**src/rtl/alu3_serial_seq.sv**
```systemverilog
// Bit-serial 3-bit ALU (XOR/AND/ADD/SUB); one result bit per cycle, LSB first, carry/borrow flag in out_result[3].
// Latency: out_valid rises 3 cycles after the accepting edge; one command per 5 cycles with out_ready held high.
// Backpressure: in_ready only in IDLE; the result is held stable in DONE until out_ready is seen high at an edge.
//
// Ports:
//   clk, rst_n            single clock, asynchronous active-low reset
//   in_valid/in_ready     command handshake; in_op (00 XOR, 01 AND, 10 ADD, 11 SUB), in_a, in_b (3-bit unsigned)
//   out_valid/out_ready   result handshake; out_result[2:0] = result, out_result[3] = carry (ADD) / borrow (SUB)
//   out_zero              present only when ALU3_SERIAL_ZFLAG_EN is defined: out_result[2:0] == 0
module alu3_serial_seq (
    input  logic       clk,
    input  logic       rst_n,
    input  logic       in_valid,
    output logic       in_ready,
    input  logic [1:0] in_op,
    input  logic [2:0] in_a,
    input  logic [2:0] in_b,
    output logic       out_valid,
    input  logic       out_ready,
    output logic [3:0] out_result
`ifdef ALU3_SERIAL_ZFLAG_EN
    ,
    output logic       out_zero
`endif
);

    localparam logic [1:0] ST_IDLE = 2'd0;
    localparam logic [1:0] ST_EXEC = 2'd1;
    localparam logic [1:0] ST_DONE = 2'd2;

    localparam logic [1:0] OP_XOR = 2'b00;
    localparam logic [1:0] OP_AND = 2'b01;
    localparam logic [1:0] OP_ADD = 2'b10;
    localparam logic [1:0] OP_SUB = 2'b11;

    logic [1:0] state_q, state_d;
    logic [1:0] cnt_q, cnt_d;
    logic       carry_q, carry_d;
    logic [1:0] op_q, op_d;
    logic [2:0] a_q, a_d;
    logic [2:0] b_q, b_d;
    // Low result bits collect here so out_result keeps the previous value until the final bit lands.
    logic [1:0] acc_q, acc_d;
    logic [3:0] res_q, res_d;
`ifdef ALU3_SERIAL_ZFLAG_EN
    logic       zero_q, zero_d;
`endif

    logic a_bit;
    logic b_bit;
    logic b_eff;
    logic sum_bit;
    logic carry_nxt;
    logic r_bit;
    logic flag;

    // Operand bit select for the current counter value.
    always_comb begin
        a_bit = a_q[2];
        b_bit = b_q[2];
        case (cnt_q)
            2'd0: begin
                a_bit = a_q[0];
                b_bit = b_q[0];
            end
            2'd1: begin
                a_bit = a_q[1];
                b_bit = b_q[1];
            end
            default: begin
                a_bit = a_q[2];
                b_bit = b_q[2];
            end
        endcase
    end

    // SUB is ADD of the inverted subtrahend with carry-in 1 (loaded at accept).
    assign b_eff     = (op_q == OP_SUB) ? ~b_bit : b_bit;
    assign sum_bit   = a_bit ^ b_eff ^ carry_q;
    assign carry_nxt = (a_bit & b_eff) | (a_bit & carry_q) | (b_eff & carry_q);

    always_comb begin
        r_bit = sum_bit;
        flag  = 1'b0;
        case (op_q)
            OP_XOR: r_bit = a_bit ^ b_bit;
            OP_AND: r_bit = a_bit & b_bit;
            OP_ADD: flag  = carry_nxt;
            default: flag = ~carry_nxt;   // SUB: no final carry means a borrow occurred
        endcase
    end

    always_comb begin
        state_d = state_q;
        cnt_d   = cnt_q;
        carry_d = carry_q;
        op_d    = op_q;
        a_d     = a_q;
        b_d     = b_q;
        acc_d   = acc_q;
        res_d   = res_q;
`ifdef ALU3_SERIAL_ZFLAG_EN
        zero_d  = zero_q;
`endif
        case (state_q)
            ST_IDLE: begin
                if (in_valid) begin
                    op_d    = in_op;
                    a_d     = in_a;
                    b_d     = in_b;
                    cnt_d   = 2'd0;
                    carry_d = in_op[1] & in_op[0];
                    acc_d   = 2'b00;
                    state_d = ST_EXEC;
                end
            end
            ST_EXEC: begin
                carry_d = carry_nxt;
                cnt_d   = cnt_q + 2'd1;
                case (cnt_q)
                    2'd0: acc_d[0] = r_bit;
                    2'd1: acc_d[1] = r_bit;
                    default: begin
                        res_d   = {flag, r_bit, acc_q};
`ifdef ALU3_SERIAL_ZFLAG_EN
                        zero_d  = ({r_bit, acc_q} == 3'b000);
`endif
                        cnt_d   = 2'd0;
                        state_d = ST_DONE;
                    end
                endcase
            end
            ST_DONE: begin
                if (out_ready) begin
                    state_d = ST_IDLE;
                end
            end
            default: state_d = ST_IDLE;
        endcase
    end

    always_ff @(posedge clk or negedge rst_n) begin
        if (!rst_n) begin
            state_q <= ST_IDLE;
            cnt_q   <= 2'd0;
            carry_q <= 1'b0;
            op_q    <= 2'b00;
            a_q     <= 3'b000;
            b_q     <= 3'b000;
            acc_q   <= 2'b00;
            res_q   <= 4'b0000;
`ifdef ALU3_SERIAL_ZFLAG_EN
            zero_q  <= 1'b0;
`endif
        end else begin
            state_q <= state_d;
            cnt_q   <= cnt_d;
            carry_q <= carry_d;
            op_q    <= op_d;
            a_q     <= a_d;
            b_q     <= b_d;
            acc_q   <= acc_d;
            res_q   <= res_d;
`ifdef ALU3_SERIAL_ZFLAG_EN
            zero_q  <= zero_d;
`endif
        end
    end

    assign in_ready   = (state_q == ST_IDLE);
    assign out_valid  = (state_q == ST_DONE);
    assign out_result = res_q;
`ifdef ALU3_SERIAL_ZFLAG_EN
    assign out_zero   = zero_q;
`endif

endmodule

```
**config.mk**
```make
export PLATFORM = sky130hd
export DESIGN_NAME = alu3_serial_seq
export DESIGN_NICKNAME = d
export VERILOG_FILES = /design/src/rtl/alu3_serial_seq.sv
export SDC_FILE = /design/constraint.sdc
export NUM_CORES = 1
export LEC_CHECK = 0
export CAP_MARGIN = 10
export CORE_MARGIN = 2
export CORE_UTILIZATION = 45
export CTS_CLUSTER_DIAMETER = 200
export CTS_CLUSTER_SIZE = 14
export DETAILED_ROUTE_END_ITERATION = 10
export GPL_TIMING_DRIVEN = 0
export PLACE_DENSITY = 0.86
export REMOVE_ABC_BUFFERS = 1
export SLEW_MARGIN = 10
export SYNTH_ARGS = -nofsm -noshare
export SYNTH_HDL_FRONTEND = slang
export SYNTH_SLANG_ARGS = --single-unit
```
**constraint.sdc**
```tcl
create_clock -name clk -period 1.7 [get_ports clk]
set_clock_uncertainty 0.2 [all_clocks]
set_input_delay 0.34 -clock clk [delete_from_list [all_inputs] [get_ports clk]]
set_output_delay 0.34 -clock clk [all_outputs]
set_load 0.005 [all_outputs]
```
==> results of run 1 <==
per-layer routing:
layer  wire (µm)  part of all wire
met1         714              0.43
met2         844              0.51
met3          96             0.058
met4           8            0.0048
met5           0                 0
flip-flops by register name, summed over array words and instances (netlist names):
name / count
acc_q: 2
b_q: 3
state_q: 2
carry_q: 1
cnt_q: 2
op_q: 2
out_result: 4
a_q: 3
logic make-up (layout without fill, tap and decap cells):
family	Yosys count	in the layout	share of synthesized area
AND/OR/NAND/NOR	31	31	0.1671
buffers and inverters	6	27	0.02673
flip-flops	19	19	0.5080
XOR/XNOR	2	2	0.01872
multiplexers	10	10	0.1177
AO/OA/AOI/OAI	18	18	0.1618
synth_stat cells:
master / number
or3_1: 2
or2_2: 1
a41o_1: 1
o31a_1: 1
o21a_1: 1
nor2_1: 4
nand2_1: 12
and4b_1: 1
o2111ai_2: 1
clkbuf_2: 1
xor2_1: 1
o21ai_0: 3
mux2i_1: 2
a221o_2: 1
inv_1: 2
and2_1: 2
buf_2: 1
clkbuf_1: 2
a31o_2: 2
mux2_2: 8
nand4_1: 1
nor3_1: 2
dfrtp_1: 19
a21oi_1: 2
xnor2_1: 1
a2bb2oi_2: 1
a31oi_1: 4
nor2b_1: 3
o21ai_4: 1
nand2b_1: 2
nor3b_1: 1
final timing paths:
kind | to | slack (ns) | depth (start not counted)
max in group asynchronous | cnt_q[1]$_DFFE_PN0P_ | 0.43 | 1
min | out_result[1]$_DFFE_PN0P_ | 0.28 | 2
min in group asynchronous | state_q[1]$_DFFE_PN0P_ | 0.31 | 1
min reg2reg | out_result[1]$_DFFE_PN0P_ | 0.28 | 2
max | out_result[3]$_DFFE_PN0P_ | -0.10 | 5
max reg2reg | out_result[3]$_DFFE_PN0P_ | -0.10 | 5
power by group:
part           total (mW)  switching [mW]  internal [mW]
Clock               0.221           0.129         0.0914
Sequential          0.891           0.216          0.675
Combinational        1.22           0.544          0.673
Total                2.33           0.890           1.44
what timing repair did:
item / in CTS / in global routing
setup buffers: 3 / 1
pin swaps: 9 / 2
gates resized for setup: 18 / 3
setup endpoints to repair: 11 / 17
worst min-delay path, stage by stage (launching register included):
cell and delay, ns:
dfrtp_1 0.35, nand2_1 0.05, nand2_1 0.05
area by class of cell:
cell class | instances | area (µm²)
inverter | 2 | 7.507
fill | 173 | 753.2
clock buffer | 4 | 26.28
timing repair buffer | 21 | 188.9
sequential | 19 | 478.0
multi-input combinational | 61 | 474.2
tap | 27 | 33.78
stage by stage:
| stage | setup TNS [ns] | std cells | util | hold WS, ns |
|---|---|---|---|---|
| CTS | -0.3309 | 133 | 0.6129 | 0.2867 |
| finish | -0.2061 | 134 | 0.6161 | 0.2764 |
| floorplan | -0.1055 | 82 | - | -0.1556 |
| detailed placement | -2.148 | 126 | 0.5721 | 0.2620 |
| global route | -0.6303 | 134 | 0.6161 | 0.3194 |
| global placement | -1.741 | 126 | 0.5721 | 0.2580 |
==> impl_metrics.env, run 1 <==
export IMPL_ys_ff_latch=19
export IMPL_setup_viol=4
export IMPL_remaining_drc_errors=0
export IMPL_die_h_um=49.61
export IMPL_first_iter_violations=17
export IMPL_violations="negative setup slack"
export IMPL_dp_final_hpwl_um=1212
export IMPL_cts_hold_buf=0
export IMPL_path_buf_inv=0
export IMPL_numCtsBuffers=3
export IMPL_io_buffers=17
export IMPL_via_count=718
export IMPL_synth_area_per_cell_um2=10.88
export IMPL_ios=18
export IMPL_ys_types=31
export IMPL_drv_cap=0
export IMPL_drive_above_1_share=0.2991
export IMPL_syn_area_um2=935.9
export IMPL_fin_crit_sh=1.061
export IMPL_rsz0062_at_grt="true"
export IMPL_power_leakage_nw=0.5295
export IMPL_clock_sinks=19
export IMPL_worst_slack_ns=-0.1033
export IMPL_overflow=0
export IMPL_htree_num_levels=1
export IMPL_cp_top_family="compound AO/OA/AOI/OAI gates"
export IMPL_crit_start="cnt_q[0]$_DFFE_PN0P_"
export IMPL_die_area_um2=2461
export IMPL_cts_root_buf="clkbuf_4"
export IMPL_start_util=0.4770
export IMPL_die_w_um=49.61
export IMPL_end_kind="flop"
export IMPL_slowest_stage="dfrtp_2"
export IMPL_hold_path_class="reg -> reg"
export IMPL_finalPower_mw=2.329
export IMPL_fin_nets=120
export IMPL_outcome="finished, violations left"
export IMPL_final_hold_viol_count=0
export IMPL_routed_wl_um=1665
export IMPL_busiest_layer="met2"
export IMPL_synthCells=86
export IMPL_met1_usage=0.1774
export IMPL_met3_usage=0.05455
export IMPL_grt_pass1_wl_um=2973
export IMPL_netlist_area_leader_share=0.5080
export IMPL_tightestPinTransition_ns=0.8198
export IMPL_holdCritStartpoint="out_result[1]$_DFFE_PN0P_"
export IMPL_maxSlewViolCount=0
export IMPL_dp_slack_ns=-0.2122
export IMPL_ys_seq_area_frac=0.5080
export IMPL_critPathKind="reg -> reg"
export IMPL_ys_warn_count=0
export IMPL_cts_clk_slew_worst_paths_ns=0.10
export IMPL_n_antenna_cell=0
export IMPL_coreArea_um2=1962
export IMPL_critical_path_max_fanout=3
export IMPL_cpPeakStageDelay_ns=0.46
export IMPL_place_area_um2=1122
export IMPL_reg2reg_from="cnt_q[0]$_DFFE_PN0P_"
export IMPL_cp_data_required_time_ns=1.69
export IMPL_wl_per_cell_um=12.43
export IMPL_final_cell_mix="dfrtp_1, nand2_1, clkdlybuf4s50_1"
export IMPL_antenna_found_initial=0
export IMPL_use_met2=0.2778
export IMPL_fp_row_count=16
export IMPL_timing_slew_headroom=0.4517
export IMPL_antenna_left=0
export IMPL_cts_tree="done"
export IMPL_final_common_cell="dfrtp_1"
export IMPL_finalCriticalPeriod_ns=1.803
export IMPL_dr_pass1_iters=4
export IMPL_area_delta_synth_final_pct=29.14
export IMPL_grt_max_degree=20
export IMPL_gp_congestion=0.7927
export IMPL_grt_pass1_vias=701
export IMPL_final_area_um2=1209
export IMPL_via_per_inst=5.358
export IMPL_grtUsageTotal=0.1567
export IMPL_clock_latency_ns=0.29
export IMPL_clockBufferDepth=2
export IMPL_powerDensity_nw_per_um2=1927
export IMPL_synthTopCellsByArea="dfrtp_1, mux2_2, nand2_1"
export IMPL_synth_top_area_cell="dfrtp_1"
export IMPL_max_vdd_ir_drop_v=0.0009440
export IMPL_clock_fmax_mhz=554.5
export IMPL_cp_cell_sequence="mux2i_4 > a221o_2 > a2bb2oi_2 > o21ai_1 > a41o_1"
export IMPL_worst_ep_arrival_time_ns=1.79
export IMPL_start_kind="flop"
(Power assumes the default switching activity.)
==> run 2, diff against run 1 <==
Settings changed: ABC_CLOCK_PERIOD_IN_PS from default to 1700.
==> results of run 2 <==
The final DEF is identical to that of run 1; final timing and power are the same.
==> run 3, diff against run 2 <==
Settings changed: SKIP_LAST_GASP from default to 1.
==> run 3 against run 2 <==
  * The flow still finishes with violations (negative setup slack)
  * Global-route usage fell by 0.19 points
  * Cell area did not move
  * Flip-flop and latch count did not move
  * First-iteration DRC count did not move
  * Combinational power barely moved
  * Highest routed layer unchanged
  * Wire length did not move
  * Critical path type unchanged
  * Critical path depth did not move
  * Hold slack barely moved
  * Power barely moved
  * Final cell count did not move
  * Setup slack improved by 0.0022 ns
  * Register-to-register slack barely moved
==> impl_metrics.env, run 3 (synthesis gave the netlist of run 1 again) <==
export IMPL_outcome="finished, violations left"
export IMPL_violations="negative setup slack"
export IMPL_power_leakage_nw=0.5295
export IMPL_end_kind="flop"
export IMPL_start_kind="flop"
export IMPL_die_area_um2=2461
export IMPL_hold_path_class="reg -> reg"
export IMPL_coreArea_um2=1962
export IMPL_wl_per_cell_um=12.43
export IMPL_worst_ep_arrival_time_ns=1.79
export IMPL_final_cell_mix="dfrtp_1, nand2_1, clkdlybuf4s50_1"
export IMPL_die_w_um=49.61
export IMPL_tightestPinTransition_ns=0.8223
export IMPL_worst_slack_ns=-0.1011
export IMPL_start_util=0.4770
export IMPL_slowest_stage="dfrtp_2"
export IMPL_maxSlewViolCount=0
export IMPL_holdCritStartpoint="out_result[1]$_DFFE_PN0P_"
export IMPL_drive_above_1_share=0.2991
export IMPL_first_iter_violations=17
export IMPL_fin_nets=120
export IMPL_dp_final_hpwl_um=1212
export IMPL_n_antenna_cell=0
export IMPL_cts_clk_slew_worst_paths_ns=0.10
export IMPL_final_hold_viol_count=0
export IMPL_grt_pass1_vias=692
export IMPL_path_buf_inv=0
export IMPL_antenna_left=0
export IMPL_max_vdd_ir_drop_v=0.0009419
export IMPL_rsz0062_at_grt="true"
export IMPL_dp_cells=126
export IMPL_drv_cap=0
export IMPL_cts_tree="done"
export IMPL_routed_wl_um=1665
export IMPL_numCtsBuffers=3
export IMPL_final_setup_tns_ns=-0.2029
export IMPL_fp_row_count=16
export IMPL_reg2reg_from="cnt_q[0]$_DFFE_PN0P_"
export IMPL_largest_reg_flops=4
export IMPL_via_count=721
export IMPL_cts_root_buf="clkbuf_4"
export IMPL_powerDensity_nw_per_um2=1926
export IMPL_remaining_drc_errors=0
export IMPL_gp_congestion=0.7927
export IMPL_cp_top_family="compound AO/OA/AOI/OAI gates"
export IMPL_die_h_um=49.61
export IMPL_area_delta_synth_final_pct=29.14
export IMPL_cp_cell_sequence="mux2i_4 > a221o_2 > a2bb2oi_2 > o21ai_1 > a41o_1"
export IMPL_io_buffers=17
export IMPL_finalCriticalPeriod_ns=1.801
export IMPL_grtUsageTotal=0.1547
export IMPL_cp_data_required_time_ns=1.69
export IMPL_clock_latency_ns=0.29
export IMPL_cpPeakStageDelay_ns=0.46
export IMPL_setup_viol=4
export IMPL_clock_sinks=19
export IMPL_clock_fmax_mhz=555.2
export IMPL_final_common_cell="dfrtp_1"
export IMPL_final_area_um2=1209
export IMPL_htree_num_levels=1
export IMPL_crit_start="cnt_q[0]$_DFFE_PN0P_"
export IMPL_via_per_inst=5.381
export IMPL_critPathKind="reg -> reg"
export IMPL_grt_max_degree=20
export IMPL_critical_path_max_fanout=3
export IMPL_antenna_found_initial=0
export IMPL_fin_crit_sh=1.059
export IMPL_overflow=0
export IMPL_ios=18
export IMPL_timing_slew_headroom=0.4501
export IMPL_clockBufferDepth=2
export IMPL_grt_pass1_wl_um=2932
export IMPL_place_area_um2=1122
export IMPL_dr_pass1_iters=4
export IMPL_finalNonFillerCells=134
run 3: changes by cell type in the layout (fill, tap and decap cells not counted), sizes merged:
cell    before  now
buf          5    4
clkbuf       4    5
run 3: final timing paths:
check / end / slack [ns] / cells after the start
max: out_result[3]$_DFFE_PN0P_ / -0.10 / 5
min: out_result[1]$_DFFE_PN0P_ / 0.28 / 2
max reg2reg: out_result[3]$_DFFE_PN0P_ / -0.10 / 5
min reg2reg: out_result[1]$_DFFE_PN0P_ / 0.28 / 2
max in group asynchronous: cnt_q[1]$_DFFE_PN0P_ / 0.43 / 1
min in group asynchronous: state_q[1]$_DFFE_PN0P_ / 0.31 / 1
run 3: tightest hold or removal path: stages (launching register included):
cell and delay, ns:
dfrtp_1 0.35, nand2_1 0.05, nand2_1 0.05
run 3: area by class of cell:
| class | count | area [µm²] |
|---|---|---|
| Multi-Input combinational cell | 61 | 474.2 |
| Inverter | 2 | 7.507 |
| Clock buffer | 4 | 26.28 |
| Fill cell | 172 | 753.2 |
| Timing Repair Buffer | 21 | 188.9 |
| Sequential cell | 19 | 478.0 |
| Tap cell | 27 | 33.78 |
run 3: routing by layer:
metal | routed length (µm) | part of all wire | track usage | vias up
li1 | - | - | - | 349
met5 | 0 | 0 | 0 | -
met3 | 96 | 0.058 | 0.05455 | 4
met2 | 838 | 0.50 | 0.2711 | 21
met1 | 717 | 0.43 | 0.1774 | 347
met4 | 12 | 0.0072 | 0.04167 | 0
run 3: power breakdown:
| group | internal, mW | total (mW) | switching (mW) |
|---|---|---|---|
| Sequential | 0.675 | 0.891 | 0.216 |
| Combinational | 0.672 | 1.22 | 0.543 |
| Clock | 0.0914 | 0.222 | 0.130 |
| Total | 1.44 | 2.33 | 0.889 |
run 3: stage by stage:
step           power [mW]  hold WS [ns]  setup slack (ns)    util
3_5_place_dp        1.955        0.2620           -0.2122  0.5721
6_report            2.328        0.2764           -0.1011  0.6161
3_3_place_gp        1.901        0.2580           -0.1928  0.5721
5_1_grt             2.510        0.3194           -0.1446  0.6161
2_1_floorplan       1.635       -0.1556           -0.1055       -
4_1_cts             2.308        0.2867           -0.1316  0.6091
run 3: repair_timing:
item                                    4_1_cts  5_1_grt
hold endpoints to repair                      0        0
buffers inserted                              3        1
endpoints found under the setup margin       11       17
pin swaps                                     9        2
resized for setup                            15        5
hold buffers                                  0        0
